File: src/rtl/rv2t_fetch_mem_responder_pkg.sv
// Shared definitions for the instruction-fetch memory responder.
//   XLEN         data word width returned to the fetch unit
//   PC_BITWIDTH  byte-address width of fetch requests
//   WAIT_CNT_W   width of the wait-state counter (WAIT_STATES is 0..15)
//   resp_state_e one-hot responder FSM encoding (S_IDLE, S_WAIT)
package rv2t_fetch_mem_responder_pkg;

    localparam int XLEN        = 32;
    localparam int PC_BITWIDTH = 32;
    localparam int WAIT_CNT_W  = 4;

    typedef enum logic [1:0] {
        S_IDLE = 2'b01,
        S_WAIT = 2'b10
    } resp_state_e;

    // A fetch address is misaligned when either byte-offset bit is set.
    function automatic logic addr_misaligned(input logic [1:0] byte_off);
        return byte_off != 2'b00;
    endfunction

endpackage

File: src/rtl/rv2t_wait_state_counter.sv
// Wait-state down-counter for the fetch responder.
//   clk, reset_n  clock and asynchronous active-low reset
//   clear         synchronous clear back to zero
//   load          load load_val (takes priority over dec)
//   load_val      number of cycles the access stays in S_WAIT
//   dec           decrement by one (saturates at zero)
//   terminal      high while the count equals one: last wait cycle
module rv2t_wait_state_counter
    import rv2t_fetch_mem_responder_pkg::*;
(
    input  logic                  clk,
    input  logic                  reset_n,
    input  logic                  clear,
    input  logic                  load,
    input  logic [WAIT_CNT_W-1:0] load_val,
    input  logic                  dec,
    output logic                  terminal
);

    logic [WAIT_CNT_W-1:0] cnt_q;

    always_ff @(posedge clk or negedge reset_n) begin
        if (!reset_n) begin
            cnt_q <= '0;
        end else if (clear) begin
            cnt_q <= '0;
        end else if (load) begin
            cnt_q <= load_val;
        end else if (dec && (cnt_q != '0)) begin
            cnt_q <= cnt_q - 1'b1;
        end
    end

    assign terminal = (cnt_q == WAIT_CNT_W'(1));

endmodule

File: src/rtl/rv2t_fetch_mem_responder.sv
// Memory-side responder for the instruction-fetch read port. Turns single-cycle
// read strobes into SRAM reads, adds WAIT_STATES extra cycles per access and
// keeps one pending request so a fetch restart issued mid-access is not lost.
//   clk, reset_n     clock, asynchronous active-low reset
//   sync_reset       synchronous active-high reset (abandons any access)
//   read_mem_enable  request strobe, read_mem_addr is the byte address
//   mem_read_done    one-cycle pulse, mem_data valid
//   mem_data         read word (live SRAM data in the done cycle, then held)
//   mem_busy         access in S_WAIT or pending slot occupied
//   misaligned_err   pulses with mem_read_done for addr[1:0] != 0
//   pending_overrun  pulses when an occupied pending slot is overwritten
//   sram_re/sram_addr/sram_rdata  single-port synchronous SRAM, 1-cycle read
//   state_dbg        current FSM state
//
// Handshake: there is no ready. Every cycle with read_mem_enable high is one
// request and is always accepted: issued at once when idle, otherwise parked
// in the pending slot (newest wins). Each issued request produces exactly one
// mem_read_done; mem_busy is informational only.
module rv2t_fetch_mem_responder
    import rv2t_fetch_mem_responder_pkg::*;
#(
    parameter int WAIT_STATES = 0,
    parameter int SRAM_AW     = PC_BITWIDTH - 2
) (
    input  logic                   clk,
    input  logic                   reset_n,
    input  logic                   sync_reset,
    input  logic                   read_mem_enable,
    input  logic [PC_BITWIDTH-1:0] read_mem_addr,
    output logic                   mem_read_done,
    output logic [XLEN-1:0]        mem_data,
    output logic                   mem_busy,
    output logic                   misaligned_err,
    output logic                   pending_overrun,
    output logic                   sram_re,
    output logic [SRAM_AW-1:0]     sram_addr,
    input  logic [XLEN-1:0]        sram_rdata,
    output resp_state_e            state_dbg
);

    resp_state_e        state_q, state_d;
    logic [SRAM_AW-1:0] addr_q;
    logic               mis_q;
    logic               pend_valid_q;
    logic [SRAM_AW-1:0] pend_addr_q;
    logic               pend_mis_q;
    logic               done_q;
    logic               done_mis_q;
    logic [XLEN-1:0]    data_q;

    logic               req;
    logic [SRAM_AW-1:0] req_word;
    logic               req_mis;

    logic               issue;
    logic [SRAM_AW-1:0] iss_addr;
    logic               iss_mis;
    logic               arm_done;
    logic               arm_mis;
    logic               pend_write;
    logic               pend_clear;
    logic               cnt_load;
    logic               cnt_dec;
    logic               cnt_terminal;

    // A request seen in the same cycle as sync_reset is discarded with everything else.
    assign req      = read_mem_enable & ~sync_reset;
    assign req_word = read_mem_addr[SRAM_AW+1:2];
    assign req_mis  = addr_misaligned(read_mem_addr[1:0]);

    rv2t_wait_state_counter u_wait_cnt (
        .clk      (clk),
        .reset_n  (reset_n),
        .clear    (sync_reset),
        .load     (cnt_load),
        .load_val (WAIT_CNT_W'(WAIT_STATES)),
        .dec      (cnt_dec),
        .terminal (cnt_terminal)
    );

    always_comb begin
        state_d         = state_q;
        issue           = 1'b0;
        iss_addr        = addr_q;
        iss_mis         = 1'b0;
        sram_re         = 1'b0;
        sram_addr       = addr_q;
        arm_done        = 1'b0;
        arm_mis         = 1'b0;
        pend_write      = 1'b0;
        pend_clear      = 1'b0;
        cnt_load        = 1'b0;
        cnt_dec         = 1'b0;
        pending_overrun = 1'b0;

        if (!sync_reset) begin
            unique case (state_q)
                S_IDLE: begin
                    // A parked request always goes before a new strobe.
                    if (pend_valid_q) begin
                        issue      = 1'b1;
                        iss_addr   = pend_addr_q;
                        iss_mis    = pend_mis_q;
                        pend_clear = 1'b1;
                    end else if (req) begin
                        issue    = 1'b1;
                        iss_addr = req_word;
                        iss_mis  = req_mis;
                    end
                    if (issue) begin
                        sram_re   = 1'b1;
                        sram_addr = iss_addr;
                        if (WAIT_STATES == 0) begin
                            arm_done = 1'b1;
                            arm_mis  = iss_mis;
                        end else begin
                            state_d  = S_WAIT;
                            cnt_load = 1'b1;
                        end
                    end
                end
                S_WAIT: begin
                    sram_re   = 1'b1;
                    sram_addr = addr_q;
                    cnt_dec   = 1'b1;
                    if (cnt_terminal) begin
                        arm_done = 1'b1;
                        arm_mis  = mis_q;
                        state_d  = S_IDLE;
                    end
                end
                default: state_d = S_IDLE;
            endcase

            // Any strobe not issued directly lands in the pending slot, including
            // one that coincides with the pending request leaving the slot.
            if (req && !((state_q == S_IDLE) && !pend_valid_q)) begin
                pend_write      = 1'b1;
                pending_overrun = pend_valid_q;
            end
        end
    end

    always_ff @(posedge clk or negedge reset_n) begin
        if (!reset_n) begin
            state_q      <= S_IDLE;
            addr_q       <= '0;
            mis_q        <= 1'b0;
            pend_valid_q <= 1'b0;
            pend_addr_q  <= '0;
            pend_mis_q   <= 1'b0;
            done_q       <= 1'b0;
            done_mis_q   <= 1'b0;
            data_q       <= '0;
        end else if (sync_reset) begin
            state_q      <= S_IDLE;
            addr_q       <= '0;
            mis_q        <= 1'b0;
            pend_valid_q <= 1'b0;
            pend_addr_q  <= '0;
            pend_mis_q   <= 1'b0;
            done_q       <= 1'b0;
            done_mis_q   <= 1'b0;
            data_q       <= '0;
        end else begin
            state_q    <= state_d;
            done_q     <= arm_done;
            done_mis_q <= arm_mis;
            if (issue) begin
                addr_q <= iss_addr;
                mis_q  <= iss_mis;
            end
            // SRAM data is only valid in the done cycle; keep it for later readers.
            if (done_q) begin
                data_q <= sram_rdata;
            end
            if (pend_write) begin
                pend_valid_q <= 1'b1;
                pend_addr_q  <= req_word;
                pend_mis_q   <= req_mis;
            end else if (pend_clear) begin
                pend_valid_q <= 1'b0;
            end
        end
    end

    assign mem_read_done  = done_q;
    assign mem_data       = done_q ? sram_rdata : data_q;
    assign misaligned_err = done_mis_q;
    assign mem_busy       = (state_q == S_WAIT) | pend_valid_q;
    assign state_dbg      = state_q;

endmodule

File: config.mk
export PLATFORM = sky130hd
export DESIGN_NAME = rv2t_fetch_mem_responder
export DESIGN_NICKNAME = d
export VERILOG_FILES = /design/src/rtl/rv2t_fetch_mem_responder_pkg.sv /design/src/rtl/rv2t_wait_state_counter.sv /design/src/rtl/rv2t_fetch_mem_responder.sv
export SDC_FILE = /design/constraint.sdc
export NUM_CORES = 1
export LEC_CHECK = 0
export CORE_MARGIN = 10
export CORE_UTILIZATION = 26
export CTS_BUF_LIST = sky130_fd_sc_hd__clkbuf_16
export CTS_CLUSTER_DIAMETER = 100
export DETAILED_ROUTE_END_ITERATION = 8
export DONT_BUFFER_PORTS = 1
export SYNTH_ARGS = -nofsm -noshare
export SYNTH_HDL_FRONTEND = slang
export SYNTH_SLANG_ARGS = --single-unit
File: constraint.sdc
create_clock -name clk -period 1.4 [get_ports clk]
set_input_delay 0.28 -clock clk [delete_from_list [all_inputs] [get_ports clk]]
set_output_delay 0.28 -clock clk [all_outputs]
set_load 0.01 [all_outputs]
==> impl.org <==
** Cells and area
- Area overhead of the layout relative to synthesis :: 30.1%
- Summing all multi-input logic gate instances after layout gives 2850 µm².
- Top library cells by usage in the layout, fill and taps aside :: sky130_fd_sc_hd__dfrtp_1 (94), sky130_fd_sc_hd__nor2b_1 (92), sky130_fd_sc_hd__nand2_1 (36)
- In the final layout, flip-flops and latches occupy between 2000 and 2500 µm².
- Share of post-route cells with drive strength above 1 :: 0.359
- Leading cell type in the layout, fill and taps excluded :: sky130_fd_sc_hd__dfrtp_1
- The layout has ~1800 filler cells.
- NumNets Final :: 576
- ANT cells :: 0

** Yosys
- In this run, synthesis produced a sequential element count of 96.
- In this run the cell area of the synthesized design comes to 5000 µm².
- Synth warnings :: 0
- Register area share after synthesis :: 0.480
- In the synthesized netlist, the number of instances is 504.
- The netlist uses 24 different library cells.
- Synthesized area divided by synthesized cell count :: roughly 9.9 µm²
- Synthesis produced a netlist with a net count of roughly 570.

** Pwr
- Overall power of the completed layout :: 6040 µW
- IR drop worst, VDD :: about 0.00053 V
- Power Density :: around 930 nW/µm²
- In this run the static leakage power is between 0.002 and 0.003 µW.

** Status
- Violated checks :: hold timing, setup timing
- Outcome :: finished with violations

** Worst hold path
- The tightest min-delay check is of the input port to asynchronous set/reset pin type.

** Routing
- After detailed routing, the met2 layer carries 8430 µm of wire.
- In this run the top signal layer used is met4.
- Detailed router's first-iteration violation count :: between 200 and 250
- Before antenna repair, the detailed router went through 4 iterations.
- After detailed routing, the number of remaining DRC violations is 0.
- After detailed routing, the average wire length per cell comes to 21.9 µm.
- Summed over all layers, the routed wires come to between 15000 and 20000 µm.
- After detailed routing, the number of vias per cell comes to 5.08.
- Detailed routing inserted a total of roughly 3900 vias.
- Met3 wirelength from detailed routing :: between 1000 and 1500 µm
- The detail route stage leaves a number of antenna-violating nets equal to 0.
- For this block, wires on met1 add up to 6920 µm.

** Worst setup path
- Along the worst path, the maximum fanout reaches 6.
- Critical path data required time :: 1.12 ns
- Kind of start point of the critical path :: register
- Data arrives at the worst endpoint at 1.57 ns.
- Sort of element at the end of the critical path :: output port
- CP Class :: register to output port

** Die
- For this configuration, the core starts out at a cell density of 0.266.
- The die covers 25200 µm².
- between 100 and 150 I/O pins were placed.
- In this run the standard cell core region covers between 15000 and 20000 µm².
- Vertical die dimension :: 159 µm
- From left edge to right edge, the die measures around 160 µm.
- The initialized floorplan defines 50 standard-cell rows.

** CTS
- Maximum clock path buffer count :: 2
- Clock Pin Slew Worst Setup and Hold Paths :: 0.07 ns
- H-Tree Level Count :: 3
- Cell at the root of the clock tree :: sky130_fd_sc_hd__clkbuf_16
- The clock drives 96 sinks.
- Inserted Clock Buffers :: 9
- Clock tree from TritonCTS :: built
- Skew-Pair Late Insertion Delay :: 0.36 ns

** GRT
- The initial antenna violation count is 0.
- Largest net degree at the start of global routing :: 125
- Total global routing track utilization :: 0.118
- Global-route wire length before repair :: between 20000 and 25000 µm
- Via count of the first global-routing pass :: between 3000 and 4000
- Total congestion overflow after global routing :: 0

** STA
- Final hold violation count :: 96
- Setup violations remaining at the end of the flow were counted as 91.
- Highest Clock Rate :: between 500 and 600 MHz
- Worst Skew :: between 0.009 and 0.01 ns
- Setup repair after global routing could not meet its margin everywhere.
- Max-slew violation count :: 0
- Actual transition at the worst max-transition pin :: 0.608 ns
- Fin Setup TNS :: -24.02 ns
- Worst setup slack after layout :: -0.447 ns
- Tmin final :: 1.85 ns
- Of the available clock period, the critical path in the final layout requires 1.32.
- The worst pin sits at a relative slew slack of 0.593.
- Final-layout worst hold slack :: -0.375 ns

** Job
- The tool flagged a number of max-cap violations equal to 0.

** Place
- The congestion estimate from routability-driven global placement came to 0.733.
- The wire-length estimate of the detail-placed layout is 9380 µm.
- Port Buf Inserts :: 0
-- cell usage after synthesis --
cell / number / share of area
sky130_fd_sc_hd__a211oi_1: 30 / 0.045
sky130_fd_sc_hd__a21oi_1: 31 / 0.031
sky130_fd_sc_hd__a221o_1: 23 / 0.046
sky130_fd_sc_hd__a32oi_1: 7 / 0.012
sky130_fd_sc_hd__and2_1: 1 / 0.0013
sky130_fd_sc_hd__and2b_4: 1 / 0.0020
sky130_fd_sc_hd__buf_1: 1 / 0.00075
sky130_fd_sc_hd__buf_2: 23 / 0.023
sky130_fd_sc_hd__buf_4: 8 / 0.012
sky130_fd_sc_hd__buf_6: 8 / 0.018
sky130_fd_sc_hd__clkbuf_1: 10 / 0.0075
sky130_fd_sc_hd__conb_1: 2 / 0.0015
sky130_fd_sc_hd__dfrtp_1: 96 / 0.48
sky130_fd_sc_hd__inv_1: 1 / 0.00075
sky130_fd_sc_hd__mux2_1: 22 / 0.050
sky130_fd_sc_hd__mux2_2: 10 / 0.023
sky130_fd_sc_hd__nand2_1: 76 / 0.057
sky130_fd_sc_hd__nand2b_1: 1 / 0.0013
sky130_fd_sc_hd__nor2_1: 4 / 0.0030
sky130_fd_sc_hd__nor2b_1: 92 / 0.12
sky130_fd_sc_hd__nor3_1: 32 / 0.032
sky130_fd_sc_hd__nor3b_1: 22 / 0.033
sky130_fd_sc_hd__nor3b_2: 1 / 0.0025
sky130_fd_sc_hd__o21bai_1: 2 / 0.0030
-- path summary, 6_finish.rpt --
check,from,end,slack [ns],depth (start not counted)
max,pend_valid_q,sram_addr[22],-0.45,5
min,reset_n,data_q[1],-0.38,0
max reg2reg,pend_valid_q,pend_addr_q[11],-0.06,7
min reg2reg,pend_addr_q[6],pend_addr_q[6],0.54,2
max in group asynchronous,reset_n,pend_valid_q,1.58,0
min in group clk,sync_reset,addr_q[4],0.02,1
-- sequential cells by signal, indices dropped and copies added (netlist names) --
| register | count |
|---|---|
| data_q | 32 |
| addr_q | 30 |
| pend_addr_q | 30 |
| mem_read_done | 1 |
| misaligned_err | 1 |
| pend_mis_q | 1 |
| pend_valid_q | 1 |
-- layer usage --
layer | GRT usage | vias to the layer above
li1 | - | 1764
met3 | 0.0323 | 26
met4 | 0.0578 | 0
met5 | 0 | -
met2 | 0.188 | 145
met1 | 0.144 | 1992
-- cells by family after synthesis --
kind of cell	after synthesis	share of synthesized area
mux	32	0.0720
compound gates	93	0.137
buf+inv	51	0.0620
simple gates	230	0.247
other cells	2	0.00150
flops	96	0.480
-- power by group --
group | internal, µW | switching, µW | leakage (µW)
clock network | 1240 | 1190 | 0.000143
logic | 370 | 335 | 0.00134
registers | 2860 | 41.5 | 0.00130
total | 4470 | 1570 | 0.00279
-- stage by stage --
stage	setup WS, ns	util	std cells	area, µm²
after floorplan	-0.0862	-	504	5010
after global placement	-0.190	0.278	735	5240
after detailed placement	-0.187	0.278	735	5240
after CTS	-0.465	0.315	764	5940
after global routing	-0.505	0.346	773	6510
final	-0.447	0.346	773	6510
-- area by class of cell --
class,count,share of cell area
Clock inverter,7,0.00922
Multi-Input combinational cell,359,0.437
Timing Repair Buffer,41,0.0990
Sequential cell,96,0.369
Tap cell,260,0.0500
Inverter,1,0.000961
Clock buffer,9,0.0346
-- worst max-delay path: stages (launching register included) --
cell and delay (ns):
sky130_fd_sc_hd__dfrtp_2 0.39, sky130_fd_sc_hd__buf_6 0.10, sky130_fd_sc_hd__o21bai_4 0.06, sky130_fd_sc_hd__buf_6 0.13, sky130_fd_sc_hd__buf_6 0.13, sky130_fd_sc_hd__a221o_1 0.40
-- repair_timing --
item,4_1_cts,5_1_grt
gates resized for setup,84,124
endpoints found under the hold margin,153,126
endpoints found under the setup margin,71,103
pin swaps,41,44
setup buffers,7,4
gates cloned,6,6
(Power assumes the default switching activity.)
